## config.mk

```make
export PLATFORM = sky130hd
export DESIGN_NAME = aes_round_ctrl
export DESIGN_NICKNAME = d
export VERILOG_FILES = /design/src/rtl/aes_pkg.sv /design/src/rtl/aes_rcon_gen.sv /design/src/rtl/aes_round_ctrl.sv
export SDC_FILE = /design/constraint.sdc
export NUM_CORES = 1
export LEC_CHECK = 0
export ABC_CLOCK_PERIOD_IN_PS = 2500
export CAP_MARGIN = 20
export CORE_MARGIN = 2
export CORE_UTILIZATION = 50
export CTS_BUF_LIST = sky130_fd_sc_hd__clkbuf_4 sky130_fd_sc_hd__clkbuf_8 sky130_fd_sc_hd__clkbuf_16
export DETAILED_ROUTE_END_ITERATION = 8
export PLACE_DENSITY_LB_ADDON = 0.1
export REMOVE_ABC_BUFFERS = 1
export SYNTH_ARGS = -nofsm -noshare
export SYNTH_HDL_FRONTEND = slang
export SYNTH_SLANG_ARGS = --single-unit
```

## constraint.sdc

```tcl
create_clock -name clk -period 2.5 [get_ports clk]
set_input_delay 0.5 -clock clk [delete_from_list [all_inputs] [get_ports clk]]
set_output_delay 0.5 -clock clk [all_outputs]
set_load 0.1 [all_outputs]
```

## src/rtl/aes_pkg.sv

```systemverilog
// Shared types and helpers for the iterative AES-128 round controller.
// The state encoding and the rcon arithmetic are kept here so the FSM and the rcon generator use the same definitions.
package aes_pkg;

    typedef enum logic [2:0] {
        IDLE,
        INIT,
        KSB,
        DSB,
        UPD,
        DONE
    } aes_ctrl_state_t;

    localparam logic [7:0] RCON_INIT = 8'h01;

    // GF(2^8) multiply-by-x with the AES reduction polynomial.
    function automatic logic [7:0] xtime(input logic [7:0] x);
        return {x[6:0], 1'b0} ^ (x[7] ? 8'h1B : 8'h00);
    endfunction

endpackage

```

## src/rtl/aes_rcon_gen.sv

```systemverilog
// Round-constant register: clears to 01 and advances by xtime once per completed round.
module aes_rcon_gen
    import aes_pkg::*;
(
    input  logic       clk,
    input  logic       rst,
    input  logic       i_clr,
    input  logic       i_step,
    output logic [7:0] o_rcon
);

    logic [7:0] r_rcon;

    // When clear and step are both requested, clear wins. This returns the sequence to round 1.
    always_ff @(posedge clk or posedge rst) begin
        if (rst) begin
            r_rcon <= RCON_INIT;
        end else if (i_clr) begin
            r_rcon <= RCON_INIT;
        end else if (i_step) begin
            r_rcon <= xtime(r_rcon);
        end
    end

    assign o_rcon = r_rcon;

endmodule

```

## src/rtl/aes_round_ctrl.sv

```systemverilog
// Sequencer for the iterative AES-128 core.
// Each round shares one subbytes unit: the first cycle computes SubWord for the key schedule, and the second computes SubBytes for the state.
module aes_round_ctrl
    import aes_pkg::*;
#(
    parameter int ROUNDS = 10
) (
    input  logic       clk,
    input  logic       rst,
    input  logic       start,
    input  logic       abort,
    output logic       busy,
    output logic       done,
    output logic       sb_st,
    output logic       sb_sel,
    output logic       init_we,
    output logic       key_cap,
    output logic       upd_we,
    output logic       last_round,
    output logic [3:0] round_cnt,
    output logic [7:0] rcon
);

    aes_ctrl_state_t r_state;
    aes_ctrl_state_t w_nextState;
    logic [3:0]      r_roundCnt;
    logic            w_isLast;
    logic            w_abortHit;
    logic            w_rconClr;
    logic            w_rconStep;

    assign w_isLast   = (r_roundCnt == 4'(ROUNDS));
    assign w_abortHit = abort && (r_state != IDLE);

    always_ff @(posedge clk or posedge rst) begin
        if (rst) begin
            r_state <= IDLE;
        end else begin
            r_state <= w_nextState;
        end
    end

    // In IDLE, an abort has priority over a start.
    always_comb begin
        w_nextState = r_state;
        unique case (r_state)
            IDLE:    if (start && !abort) w_nextState = INIT;
            INIT:    w_nextState = KSB;
            KSB:     w_nextState = DSB;
            DSB:     w_nextState = UPD;
            UPD:     w_nextState = w_isLast ? DONE : KSB;
            DONE:    w_nextState = IDLE;
            default: w_nextState = IDLE;
        endcase
        if (abort) begin
            w_nextState = IDLE;
        end
    end

    // All strobes are Moore outputs decoded from the registered state only.
    always_comb begin
        busy       = (r_state != IDLE);
        done       = 1'b0;
        sb_st      = 1'b0;
        sb_sel     = 1'b0;
        init_we    = 1'b0;
        key_cap    = 1'b0;
        upd_we     = 1'b0;
        last_round = 1'b0;
        unique case (r_state)
            INIT: init_we = 1'b1;
            KSB: begin
                sb_st  = 1'b1;
                sb_sel = 1'b1;
            end
            DSB: begin
                sb_st   = 1'b1;
                key_cap = 1'b1;
            end
            UPD: begin
                upd_we     = 1'b1;
                last_round = w_isLast;
            end
            DONE:    done = 1'b1;
            default: ;
        endcase
    end

    always_ff @(posedge clk or posedge rst) begin
        if (rst) begin
            r_roundCnt <= '0;
        end else if (w_abortHit) begin
            r_roundCnt <= '0;
        end else begin
            unique case (r_state)
                INIT:    r_roundCnt <= 4'd1;
                UPD:     if (!w_isLast) r_roundCnt <= r_roundCnt + 4'd1;
                DONE:    r_roundCnt <= '0;
                default: ;
            endcase
        end
    end

    assign w_rconClr  = (r_state == INIT) || (r_state == DONE) || w_abortHit;
    assign w_rconStep = (r_state == UPD) && !w_isLast;

    aes_rcon_gen u_rconGen (
        .clk    (clk),
        .rst    (rst),
        .i_clr  (w_rconClr),
        .i_step (w_rconStep),
        .o_rcon (rcon)
    );

    assign round_cnt = r_roundCnt;

endmodule

```

==> results.yml <==
outcome:
  status: "completed"
placed_design:
  portBuffers: 23
  gp_congestion: 0.7512
  dp_hpwl_um: 1367
  place_area_um2: 1106
  dp_cells: 121
setup_path:
  slowest_stage: "dfrtp_1"
  r2r_end: "u_rconGen.o_rcon[3]"
  timing.reg2reg.setup_slack_ps: 720
  worstPathRequired_ps: 2000
  critPathKind: "reg2out"
  cpLargestDelayFamily: "simple AND/OR/NAND/NOR gates"
  cp_cell_sequence: "or3b_1 -> nor2_1 -> buf_12"
  r2r_cells: 5
  slowest_delay_ps: 530
  rr_startpoint: "round_cnt[0]"
  critical_path.endpoint_type: "output port"
  cp_max_fo: 13
  start_kind: "register"
  cp_data_arrival_time_ps: 1760
  critPathBufInv: 1
min_path:
  hold_class: "reg2reg"
  hold_depth: 1
  min_to: "u_rconGen.o_rcon[0]"
  hp-start: "u_rconGen.o_rcon[0]"
synth:
  synth_edf_count: 0
  syn_area_um2: 862.1
  ys_ff_latch: 15
  synth_ff_type: "dfrtp_1"
  synthCells: 84
  yosysTopAreaCell: "dfrtp_1"
  yosysUniqueCellTypes: 35
  synthArstFlopShare_pct: 100.0
  synth.top_cell.area_share_pct: 40.64
  synth.avg_cell_area_um2: 10.26
  yosysWarnings: 0
  ys_seq_area_share_pct: 43.69
  synth_area_leaders: "dfrtp_1, a22o_1, nor2b_1"
layout:
  final_cells: 125
  layout_common_cells: "buf_4, dfrtp_1, nor2b_1, o21ai_0, a22o_1"
  n_antenna_cell: 0
  drive_gt1_share_pct: 28.70
  nFillCells: 130
  num-nets-final: 115
  syn2layout_area_growth_pct: 31.50
  final_area_um2: 1134
  final_common_cell: "buf_4"
detailed_routing:
  ant_nets: 0
  wire_per_inst_um: 15.34
  drt_pass1_iterations: 4
  drt_iter0_drc: 11
  vias: 767
  wl_um: 1917
  avgViaCountPerCell: 6.136
  drc: 0
global_routing:
  overflow: 0
  grt_pass1_wl_um: 3125
  antenna_found_initial: 0
  grt_pass1_vias: 670
  grt_max_degree: 16
  grt.total_usage_pct: 20.97
timing:
  setup_violations: 0
  setup_tns_ps: 0
  post-route-period-util_pct: 90.20
  finalHoldViolations: 0
  slew_violations: 0
  worst_slew_pin_slew_ps: 673.6
  fin_skew_ps: 2.692
  max_freq_ghz: 0.4434
  rsz0062_at_grt: "no"
  period_minus_slack_ps: 2255
  maxSlewHeadroom_pct: 54.48
clock_network:
  clkSinkCount: 15
  cts-root-buf: "clkbuf_4"
  clk_pin_slew_ps: 90
  cts_resized: 0
  clock_path_buffers: 2
  post_cts_buffers: 0
  clk_latency_ps: 290
  cts_hold_buf: 0
  cts_tree: "built"
  htree_num_levels: 1
  numCtsBuffers: 3
pwr:
  powerDensity_nw_per_um2: 579.8
  vdd_ir_drop_max_v: 0.0003553
  p_leak_nw: 0.5707
  fin_total_pwr_mw: 0.6573
floorplan:
  core_area_um2: 1670
  die_area_um2: 2072
  rows: 15
  floorplan.initialDensity_pct: 51.61
  die_width_um: 45.52
  ios: 24
  die_h_um: 45.52
flow_run:
  cap_violations: 0
## worst max-delay path by stage
stage,startpoint,endpoint,slack (ps),cells past startpoint
after global placement,abort,u_rconGen.o_rcon[5],410,4
after global routing,r_state[1],last_round,130,3
after floorplan,r_state[1],sb_sel,-1430,2
after detailed placement,abort,round_cnt[2],320,4
after CTS,r_state[1],last_round,260,3
final,r_state[1],last_round,240,3
## routing by layer
layer | track usage [%] | wire length (um)
met1 | 29.34 | 893
met2 | 30.42 | 869
met3 | 3.968 | 116
met4 | 10.59 | 37
met5 | 0 | 0
## worst register-to-register path: cells and delay by family (launching register included)
| family | cells | cell delay [ps] |
|---|---|---|
| adders and majority gates | 1 | 210 |
| and+or+nand+nor | 1 | 570 |
| DFF | 1 | 470 |
| AOI/OAI and AO/OA | 2 | 380 |
| buffers and inverters | 1 | 90 |
## state kept, by name, indices dropped and copies added, names as in the netlist
name              count
r_state               3
round_cnt             4
u_rconGen.o_rcon      8
## synth_stat cells, drive strengths merged (2+ instances only)
cell type   n
dfrtp      14
nor2b       6
a22o        5
o21ai       5
and2        4
inv         4
nand3       4
a21oi       3
buf         3
nor2        3
xor2        3
clkbuf      2
ha          2
nor3        2
o21a        2
o311a       2
o311ai      2
## area by class of cell
class / count / area (um2) / area share, %
flip-flops and latches: 15 / 376.6 / 33.22
clock inverters: 1 / 5.005 / 0.4415
inverters: 4 / 15.01 / 1.325
multi-input cells: 60 / 447.9 / 39.51
repair buffers: 25 / 245.2 / 21.63
well taps: 17 / 21.27 / 1.876
clock buffers: 3 / 22.52 / 1.987
## kinds of logic (layout without fill, tap and decap cells)
kind of cell	Yosys count	in the layout	synth area share, %
buffers and inverters	9	33	4.353
and+or+nand+nor	27	27	20.90
AOI/OAI and AO/OA	27	27	23.37
xor gates and xnor gates	3	3	3.048
DFF	15	15	43.69
adders and majority gates	2	2	2.902
muxes	1	1	1.741
## per-stage QoR
step | util, % | hold WS (ps) | setup slack (ps)
floorplan | - | 400.8 | -1427
global placement | 66.22 | 514.3 | 409.1
detailed placement | 66.22 | 515.2 | 321.3
CTS | 67.87 | 529.2 | 255.8
global route | 67.87 | 537.3 | 134.7
finish | 67.87 | 527.3 | 244.9
## power by group
part	switching (mW)	internal (mW)	total [mW]
clock	0.0828	0.0595	0.142
combinational	0.173	0.0686	0.242
sequential	0.0195	0.253	0.273
total	0.276	0.382	0.657
Note: power is estimated with default switching activity, not from simulation.
